===== config.mk =====
export PLATFORM = sky130hd
export DESIGN_NAME = dsp_branch_unit
export DESIGN_NICKNAME = d
export VERILOG_FILES = /design/src/rtl/dsp_branch_unit.sv
export SDC_FILE = /design/constraint.sdc
export NUM_CORES = 1
export LEC_CHECK = 0
export BUFFER_PORTS_ARGS = -buffer_cell sky130_fd_sc_hd__buf_2
export CAP_MARGIN = 20
export CORE_MARGIN = 3
export CORE_UTILIZATION = 65
export CTS_BUF_LIST = sky130_fd_sc_hd__clkbuf_8
export CTS_CLUSTER_DIAMETER = 50
export DETAILED_ROUTE_END_ITERATION = 8
export GPL_TIMING_DRIVEN = 0
export PLACE_DENSITY = 0.85
export SYNTH_ARGS = -nofsm -noshare
export SYNTH_HDL_FRONTEND = slang
export SYNTH_SLANG_ARGS = --single-unit

===== constraint.sdc =====
create_clock -name clk -period 6.5 [get_ports clk]
set_input_delay 1.3 -clock clk [delete_from_list [all_inputs] [get_ports clk]]
set_output_delay 1.3 -clock clk [all_outputs]
set_load 0.01 [all_outputs]

===== src/rtl/dsp_branch_unit.sv =====
// Branch-resolution unit: conditional/unconditional redirects plus a hardware loop stack.
// Optional call/return stack is compiled in when DSP_BRANCH_CALL_EN is defined.
module dsp_branch_unit #(
    parameter int DATA_W     = 16,
    parameter int ADDR_W     = 16,
    parameter int CNT_W      = 12,
    parameter int LOOP_DEPTH = 4,
    parameter int RAS_DEPTH  = 4
) (
    input  logic                              clk,
    input  logic                              rst,
    input  logic                              valid_in,
    input  logic                              stall,
    input  logic [2:0]                        flow_mode,
    input  logic [DATA_W-1:0]                 alu_result,
    input  logic [ADDR_W-1:0]                 pc,
    input  logic [ADDR_W-1:0]                 target_addr,
    output logic                              jump_flag,
    output logic [ADDR_W-1:0]                 jump_addr,
    output logic                              flush,
    output logic                              loop_active,
    output logic [$clog2(LOOP_DEPTH+1)-1:0]   loop_level,
    output logic                              err_overflow,
    output logic                              err_underflow
);

    localparam int LVL_W = $clog2(LOOP_DEPTH + 1);
    localparam int IDX_W = (LOOP_DEPTH > 1) ? $clog2(LOOP_DEPTH) : 1;

    typedef enum logic [2:0] {
        MODE_NONE = 3'd0,
        MODE_BEZ  = 3'd1,
        MODE_BNEZ = 3'd2,
        MODE_BLTZ = 3'd3,
        MODE_JMP  = 3'd4,
        MODE_LOOP = 3'd5,
        MODE_CALL = 3'd6,
        MODE_RET  = 3'd7
    } flow_mode_e;

    flow_mode_e mode;
    assign mode = flow_mode_e'(flow_mode);

    logic [ADDR_W-1:0] loop_start [LOOP_DEPTH];
    logic [ADDR_W-1:0] loop_end   [LOOP_DEPTH];
    logic [CNT_W-1:0]  loop_cnt   [LOOP_DEPTH];
    logic [LVL_W-1:0]  level_q;

    logic              accept;
    logic [IDX_W-1:0]  top_idx;
    logic [IDX_W-1:0]  push_idx;
    logic              loop_full;
    logic              at_end;
    logic [CNT_W-1:0]  cnt_in;
    logic              branch_taken;
    logic              redirect;
    logic [ADDR_W-1:0] redirect_addr;
    logic              loop_push;
    logic              loop_pop;
    logic              loop_dec;
    logic              set_ovf;
    logic              set_unf;

    assign accept    = valid_in && !stall;
    assign top_idx   = IDX_W'(level_q - LVL_W'(1));
    assign push_idx  = IDX_W'(level_q);
    assign loop_full = (level_q == LVL_W'(LOOP_DEPTH));
    assign cnt_in    = alu_result[CNT_W-1:0];

    assign loop_active = (level_q != '0);
    assign loop_level  = level_q;
    assign flush       = jump_flag;

`ifdef DSP_BRANCH_CALL_EN
    localparam int RAS_LVL_W = $clog2(RAS_DEPTH + 1);
    localparam int RAS_IDX_W = (RAS_DEPTH > 1) ? $clog2(RAS_DEPTH) : 1;

    logic [ADDR_W-1:0]    ras_stack [RAS_DEPTH];
    logic [RAS_LVL_W-1:0] ras_level;
    logic [RAS_IDX_W-1:0] ras_top;
    logic [RAS_IDX_W-1:0] ras_push_idx;
    logic                 ras_full;
    logic                 ras_empty;
    logic                 ras_push;
    logic                 ras_pop;

    assign ras_top      = RAS_IDX_W'(ras_level - RAS_LVL_W'(1));
    assign ras_push_idx = RAS_IDX_W'(ras_level);
    assign ras_full     = (ras_level == RAS_LVL_W'(RAS_DEPTH));
    assign ras_empty    = (ras_level == '0);
`endif

    // A LOOP instruction or a taken redirect suppresses the loop-end check for that cycle.
    always_comb begin
        at_end        = loop_active && (pc == loop_end[top_idx]);
        branch_taken  = 1'b0;
        redirect      = 1'b0;
        redirect_addr = target_addr;
        loop_push     = 1'b0;
        loop_pop      = 1'b0;
        loop_dec      = 1'b0;
        set_ovf       = 1'b0;
        set_unf       = 1'b0;
`ifdef DSP_BRANCH_CALL_EN
        ras_push      = 1'b0;
        ras_pop       = 1'b0;
`endif
        case (mode)
            MODE_BEZ:  branch_taken = (alu_result == '0);
            MODE_BNEZ: branch_taken = (alu_result != '0);
            MODE_BLTZ: branch_taken = alu_result[DATA_W-1];
            MODE_JMP:  branch_taken = 1'b1;
            default:   branch_taken = 1'b0;
        endcase

        if (accept) begin
            if (mode == MODE_LOOP) begin
                if (cnt_in == '0) begin
                    redirect      = 1'b1;
                    redirect_addr = target_addr + ADDR_W'(1);
                end else if (loop_full) begin
                    set_ovf = 1'b1;
                end else begin
                    loop_push = 1'b1;
                end
            end else if (branch_taken) begin
                redirect      = 1'b1;
                redirect_addr = target_addr;
            end
`ifdef DSP_BRANCH_CALL_EN
            else if (mode == MODE_CALL) begin
                redirect      = 1'b1;
                redirect_addr = target_addr;
                if (ras_full) set_ovf = 1'b1;
                else          ras_push = 1'b1;
            end else if (mode == MODE_RET && !ras_empty) begin
                redirect      = 1'b1;
                redirect_addr = ras_stack[ras_top];
                ras_pop       = 1'b1;
            end
`endif
            else begin
                if (mode == MODE_CALL || mode == MODE_RET) set_unf = 1'b1;
                if (at_end) begin
                    if (loop_cnt[top_idx] > CNT_W'(1)) begin
                        loop_dec      = 1'b1;
                        redirect      = 1'b1;
                        redirect_addr = loop_start[top_idx];
                    end else begin
                        loop_pop = 1'b1;
                    end
                end
            end
        end
    end

    always_ff @(posedge clk or negedge rst) begin
        if (!rst) begin
            jump_flag     <= 1'b0;
            jump_addr     <= '0;
            level_q       <= '0;
            err_overflow  <= 1'b0;
            err_underflow <= 1'b0;
            for (int i = 0; i < LOOP_DEPTH; i++) begin
                loop_start[i] <= '0;
                loop_end[i]   <= '0;
                loop_cnt[i]   <= '0;
            end
        end else begin
            jump_flag <= redirect;
            if (redirect) jump_addr <= redirect_addr;
            if (set_ovf)  err_overflow  <= 1'b1;
            if (set_unf)  err_underflow <= 1'b1;
            if (loop_push) begin
                loop_start[push_idx] <= pc + ADDR_W'(1);
                loop_end[push_idx]   <= target_addr;
                loop_cnt[push_idx]   <= cnt_in;
                level_q              <= level_q + LVL_W'(1);
            end else if (loop_pop) begin
                level_q <= level_q - LVL_W'(1);
            end
            if (loop_dec) loop_cnt[top_idx] <= loop_cnt[top_idx] - CNT_W'(1);
        end
    end

`ifdef DSP_BRANCH_CALL_EN
    always_ff @(posedge clk or negedge rst) begin
        if (!rst) begin
            ras_level <= '0;
            for (int i = 0; i < RAS_DEPTH; i++) ras_stack[i] <= '0;
        end else if (ras_push) begin
            ras_stack[ras_push_idx] <= pc + ADDR_W'(1);
            ras_level               <= ras_level + RAS_LVL_W'(1);
        end else if (ras_pop) begin
            ras_level <= ras_level - RAS_LVL_W'(1);
        end
    end
`endif

endmodule


**Word-level counts from Yosys, hierarchy flattened**

Index checks and enable logic that the tools add are counted.

- Output and inout bits: 24
- Memories kept: 0
- Word-level logic and storage cells: 105
- Bits in latches: 0
- Memory bits (read-only): 0
- Memory bits (writable): 0
- Input port bits: 55
- Register bits: 198

- Add/subtract/negate cells: 5
- Shifts and indexed selects: 0
- Bitwise gates (word level): 2
- Multiplexer cells: 56
- $mul: 0
- $lt $le $gt $ge: 5
- Eq/ne operators: 9
- Reductions and logical operators: 11
- Divide/modulo/power cells: 0

Operators by type and width:

| operator | count |
|---|---|
| 16-bit 2-to-1 mux | 11 |
| 64-bit bitwise mux | 2 |
| 48-bit bitwise mux | 2 |
| 48-bit 2-to-1 mux | 2 |
| 16-bit binary-select mux with 2-bit select | 2 |
| 12-bit demux with 2-bit select | 2 |
| 12-bit 2-to-1 mux | 4 |
| 16-bit by 1-bit adder with 16-bit output, second input constant | 2 |
| 16-bit demux with 2-bit select | 1 |
| 1-bit 2-to-1 mux | 26 |
| 12-bit binary-select mux with 2-bit select | 1 |
| 16-bit equality test | 1 |
| 16-bit logical NOT | 1 |
| 16-bit nonzero test | 1 |
| 3-bit equality test, second input constant | 5 |
| 12-bit by 1-bit > comparator with 1-bit output, second input constant | 1 |
| 12-bit logical NOT | 1 |
| 12-bit by 1-bit subtractor with 12-bit output, second input constant | 1 |
| 3-bit by 2-bit equality test with 1-bit output, second input constant | 2 |
| 3-bit greater-or-equal comparator, second input constant | 2 |
| 3-bit by 1-bit less-than comparator with 1-bit output, second input constant | 2 |
| 3-bit 2-to-1 mux | 2 |
| 2-bit inverter with 3-bit output | 2 |
| 1-bit logical AND | 4 |
| 8 further kinds | 8 |

**Longest topological paths before layout**

- Word-level depth: 13
- Depth in mapped cells: 20
- Mapped depth without buffers: 13

**Worst setup path before layout**

No wires, ideal clock.

- Path kind: register -> register
- Start point: register level_q[0], in the netlist loop_level[0]
- End point: register jump_addr[12]
- Buffers on the path: 7
- Stages on the path, launching flop included: 20
- Library setup time: 0.121 ns
- Path slack: 2.311 ns
- Period minus slack after synthesis: 4.189 ns
- Data required time: 6.379 ns
- Data arrival time: 4.068 ns
- Cell sequence: dfrtp_1 buf_4 buf_4 clkinv_1 ha_1 buf_6 buf_6 buf_2 buf_1 mux4_2 inv_1 ha_1 nor2_1 nor2_1 nand4_1 nand3_1 or2_1 buf_2 mux2_1 a22o_1

- Longest elaborated chain between the ends: 11
- Elaborated cells between the ends (all ways): 25
- Those cells by class: add/sub (1); order compare (1); eq/ne (1); mux (19); bitwise (1); reduce/logical (2)

Ends and longest elaborated chain:

| element | RTL line | RTL |
|---|---|---|
| from (decl) | 47 | `logic [LVL_W-1:0] level_q;` |
| from (signal assigned) | 178 | `level_q <= level_q + LVL_W'(1);` |
| from (signal assigned) | 180 | `level_q <= level_q - LVL_W'(1);` |
| 3-bit by 1-bit subtractor with 3-bit output * | -- |  |
| net top_idx[0] | 50 | `logic [IDX_W-1:0] top_idx;` |
| 2-bit inverter with 3-bit output (not written as such) * | 95, 145, 148 |  |
| 12-bit binary-select mux with 2-bit select or 16-bit binary-select mux with 2-bit select (tied branches) | 145, 95 |  |
| 12-bit 2-to-1 mux (not written as such) or 16-bit 2-to-1 mux (tied branches) (2 in series) | 145, 95 |  |
| 12-bit by 1-bit > comparator with 1-bit output or 16-bit equality test (tied branches) | 145, 95 |  |
| 16-bit 2-to-1 mux, or another cell as far along | 145 | `if (loop_cnt[top_idx] > CNT_W'(1)) begin` |
| 16-bit 2-to-1 mux or 1-bit 2-to-1 mux (tied branches) | 144 | `if (at_end) begin` |
| 16-bit 2-to-1 mux or 1-bit 2-to-1 mux (tied branches) | 126 | `end else if (branch_taken) begin` |
| 16-bit 2-to-1 mux or 1-bit 2-to-1 mux (tied branches) | 117 | `if (mode == MODE_LOOP) begin` |
| 16-bit 2-to-1 mux or 1-bit 2-to-1 mux (tied branches) | 116 | `if (accept) begin` |
| to (signal assigned) | 171 | `if (redirect) jump_addr <= redirect_addr;` |
| to (decl) | 19 | `output logic [ADDR_W-1:0] jump_addr,` |

The timed path passes the listed nets; every way through them passes the cells marked *. The select of a mux whose other input is x is not followed.
A chain may end at the register's enable or synchronous reset.

**Final worst setup path**

- Start point: register level_q[0], in the netlist loop_level[0]
- End point: register loop_cnt[9] (netlist name)

- Longest elaborated chain between the ends: 12
- Elaborated cells between the ends (all ways): 38
- Those cells by class: add/sub (2); order compare (5); eq/ne (2); mux (23); bitwise (2); reduce/logical (4)

Ends and longest elaborated chain:

| element | RTL line | RTL |
|---|---|---|
| 3-bit by 1-bit subtractor with 3-bit output * | -- |  |
| net top_idx[0] | 50 |  |
| 2-bit inverter with 3-bit output (not written as such) * | 95, 145, 182 |  |
| 12-bit binary-select mux with 2-bit select or 16-bit binary-select mux with 2-bit select (tied branches) | 145, 182, 95 |  |
| 12-bit 2-to-1 mux (not written as such) or 16-bit 2-to-1 mux (tied branches) (2 in series) | 145, 182, 95 |  |
| 12-bit by 1-bit > comparator with 1-bit output or 16-bit equality test (tied branches) | 145, 95 |  |
| 1-bit 2-to-1 mux or 1-bit logical AND (tied branches) | 145, 95 |  |
| 1-bit 2-to-1 mux | 144 |  |
| 1-bit 2-to-1 mux | 126 |  |
| 1-bit 2-to-1 mux | 117 |  |
| 1-bit 2-to-1 mux | 116 |  |
| 48-bit 2-to-1 mux * | 182 | `if (loop_dec) loop_cnt[top_idx] <= loop_cnt[top_idx] - CNT_W'(1);` |
| to (signal, indexed assignment) | 177 | `loop_cnt[push_idx] <= cnt_in;` |
| to (signal, indexed assignment) | 182 |  |
| to (decl) | 46 | `logic [CNT_W-1:0] loop_cnt [LOOP_DEPTH];` |

Marked as above.

==> metrics.md <==
| Metric | Value |
|---|---|
| Max-slew headroom at the worst pin | `between 20% and 30%` |
| Buffer count from post-CTS setup fixing | `0` |
| Effective utilization at floorplan | `about two thirds` |
| Post-place setup slack | `roughly 0.91 ns` |
| Count of hold buffers inserted by post-cts repair | `0` |
| Type of the worst setup path | `register to register` |
| Total via count in the routed design | `~7,800` |
| Transition time of the tightest slew-check pin | `1.08 ns` |
| Number of global-route vias before repair | `about 8,000` |
| Period Utilization, post-route | `around nine tenths` |
| Final antenna-violating net count | `0` |
| Pins over their slew limit | `0` |
| Inserted Clock Buffers | `17` |
| TritonCTS sink count | `a little under 200` |
| Setup repair after global routing missed its margin | `false` |
| Post-synthesis share of cell area spent on xor and xnor gates | `3.31%` |
| Hold Fails Final Rpt | `0` |
| Root Buffer Master | `clkbuf_8` |
| Run status | `complete, no violations` |
| Most used standard cells in the synthesized netlist | `dfrtp_1 (198), mux2i_1 (123), nand2_1 (99), mux2_2 (71), o21ai_0 (71)` |
| Logic depth of the worst register-to-register path | `19` |
| Comb power frac | `41.8%` |
| Vert. Die Dim | `between 100 and 150 um` |
| Area fraction of the dominant cell type after synthesis | `48.0%` |
| Dominant synthesized flop cell | `dfrtp_1` |
| Synthesized area | `roughly 10,000 um^2` |
| Total routed wirelength | `26.8 mm` |
| Die ar. | `roughly 17,000 um^2` |
| Critical path startpoint category | `register` |
| FFs w/ async S/R, synth | `100%` |
| Worst Setup SP | `loop_level[0]$_DFFE_PN0P_` |
| Data arrival time of the critical path | `6.15 ns` |
| Part of the Yosys area used for sequential elements | `48.0%` |
| Total power | `approximately 0.0043 W` |
| Adder-cell area share of the yosys netlist | `1.46%` |
| Dpl hpwl | `19.4 mm` |
| Post-synthesis compound-gate area fraction | `8.14%` |
| Area delta synth->final | `9.74%` |
| Top cells by area in the synthesized netlist | `dfrtp_1 (48%), mux2i_1 (12%), mux2_2 (7.8%)` |
| Number of diodes | `0` |
| Maximum frequency from static timing analysis | `between 150 and 200 MHz` |
| Total congestion overflow after global routing | `0` |
| Fraction of final layout cells sized beyond drive strength 1 | `between 20% and 30%` |
| Clock latency of the later-clocked register in the worst-skew pair | `~0.5 ns` |
| Gr usage total | `approximately a third` |
| Global-route wire length before repair | `42.4 mm` |
| Maximum vdd ir drop | `between 0.2 and 0.25 mV` |
| Area occupied by multi-input gates | `approximately 5000 um^2` |
| Minimum setup slack in the final design | `approximately 0.75 ns` |
| Die width | `132 um` |
| Leakage power | `around 5.8 nW` |
| Syn Inst Count | `between 800 and 900` |
| Number of DRC markers after the initial detailed-route iteration | `between 800 and 900` |
| Fraction of the mapped netlist area in simple logic gates | `about 9.2%` |
| CTS Buffer Depth | `2` |
| Count of fill cells added during filler insertion | `about 1,000` |
| Worst Path Required | `between 6 and 7 ns` |
| Routed length per placed instance | `about 22 um` |
| Global placement routability congestion | `roughly 0.97` |
| Net Count, Synth | `~950` |
| Sequential Area | `4950 um^2` |
| Utilization after layout | `73.6%` |
| Number of antenna violations at the first check in global routing | `0` |
| Internal power of the cells | `0.00262 W` |
| Clock-pin slew on the worst setup and hold paths | `0.10 ns` |
| Worst Path Max Fanout | `10` |
| Cell type contributing the most total cell area after synthesis | `dfrtp_1` |
| Number of distinct library cells after synthesis | `58` |
| Largest net degree at the start of global routing | `between 100 and 150` |
| Number of register bits inferred by synthesis | `a little under 200` |
| Setup-violating endpoint count in the final report | `0` |
| Hold crit path type | `register to register` |
| TritonCTS clock tree | `built` |
| Clock power share | `roughly 18%` |
| MaxCap Viol Count | `0` |
| Sum of negative setup slack | `0 ns` |
| Portion of netlist area occupied by mux cells | `a little over a quarter` |
| Number of nets at the end of the flow | `between 1,000 and 1,500` |
| First-pass iteration count of the detailed router | `5` |
| Endpoint class of the critical path | `register` |
| Register share of total power | `just over 40%` |
| Number of synthesized flops with an enable pin | `0` |
| # H-tree levels | `4` |
| Number of remaining DRC errors | `0` |
| Avg Inst Size Synth | `about 12 um^2` |
| R2r startpoint | `loop_level[0]$_DFFE_PN0P_` |
| Number of gates given a new drive strength after cts | `0` |
| Setup skew after layout | `a little under 0.02 ns` |
| Number of core rows | `45` |
| Count of pins on the block boundary | `just under 80` |
| Tightest hold margin | `about 0.48 ns` |
| Net Switching | `roughly 0.0016 W` |
| Hold Path Cell Cnt | `2` |
| Area inside the core boundary | `15,400 um^2` |
| Number of vias per cell after detailed routing | `~6.5` |
| Main combinational cell family by area after synthesis | `multiplexers` |
| Total of warnings raised by yosys | `0` |
| Port Buf Inserts | `~70` |
| Final min period | `5.75 ns` |
| Most used standard cell by instance count after synthesis | `dfrtp_1` |
| Power Density | `about 380 nW/um^2` |
| Worst Hold Launch | `jump_addr[9]$_DFFE_PN0P_` |
| Switching power as a share of total power | `38.4%` |
==> through the flow <==
step                std cells  area (um^2)
global route             1198        11300
detailed placement       1167        11000
global placement         1166        10900
finish                   1198        11300
floorplan                 886        10300
CTS                      1198        11300
==> kinds of logic after synthesis <==
family	Yosys count
xor gates and xnor gates	39
DFF	198
adders and majority gates	12
and+or+nand+nor	203
AOI/OAI and AO/OA	136
muxes	226
buffers and inverters	72
==> power groups by stage <==
| stage | Sequential (W) | Clock, W | Combinational (W) |
|---|---|---|---|
| finish | 0.00173 | 0.000745 | 0.00178 |
| global route | 0.00177 | 0.000802 | 0.00192 |
| CTS | 0.00173 | 0.000749 | 0.00176 |
| detailed placement | 0.00175 | 0 | 0.00175 |
| global placement | 0.00173 | 0 | 0.00170 |
| floorplan | 0.00171 | 0 | 0.00128 |
==> critical path, cell delays in order (launching register included) <==
cell      delay, ns
dfrtp_1        0.46
buf_4          0.27
buf_4          0.28
clkinv_1       0.38
ha_1           0.48
buf_6          0.15
buf_6          0.18
buf_2          0.32
buf_1          0.57
mux4_2         0.45
inv_1          0.11
ha_1           0.22
nor2_1         0.08
nor2_1         0.10
nand4_1        0.26
nand3_1        0.30
nor2_1         0.14
nand3_1        0.20
buf_2          0.41
mux2i_1        0.27
==> layout make-up <==
class / instances / area share [%]
Buffer: 60 / 2.55
Clock buffer: 18 / 2.19
Clock inverter: 13 / 0.973
Inverter: 12 / 0.398
Multi-Input combinational cell: 616 / 44.4
Sequential cell: 198 / 43.8
Tap cell: 211 / 2.33
Timing Repair Buffer: 70 / 3.38
==> state kept, by name, summed over array words and instances, names as in the netlist <==
register       count
jump_addr         16
loop_cnt          48
err_overflow       1
loop_end          64
loop_level         3
loop_start        64
flush              1
err_underflow      1
==> path summary, 6_finish.rpt <==
kind	end	slack (ns)
worst min register to register	jump_addr[9]$_DFFE_PN0P_	0.48
worst max-delay path	loop_cnt[9]$_DFF_PN0_	0.75
worst min-delay path	jump_addr[9]$_DFFE_PN0P_	0.48
worst max register to register	loop_cnt[9]$_DFF_PN0_	0.75
max in group asynchronous	loop_end[53]$_DFFE_PN0P_	4.74
min in group asynchronous	loop_cnt[27]$_DFF_PN0_	0.82
==> cells in the final DEF, fill, tap and decap left out, drive strengths merged, types with 5 or more instances in the layout <==
cell type	synthesis	layout
inv	11	16
nand2	99	99
and3	7	7
xnor2	17	17
o21ai	71	71
o22ai	6	6
ha	12	12
nor3	8	8
clkbuf	30	48
nor4	5	5
o31ai	11	11
mux2i	123	123
nor2	29	29
xor2	22	22
nand4	8	8
mux4	31	31
nand3	22	22
dfrtp	198	198
buf	30	100
a21oi	10	10
mux2	72	72
==> per-layer routing <==
metal,vias up,part of all wire (%),GRT usage [%]
li1,3373,-,-
met1,3920,42,44.6
met2,384,47,48.5
met3,87,7.9,6.60
met4,0,3.4,13.1
met5,-,0,0
Power figures use the tool's default switching activity.
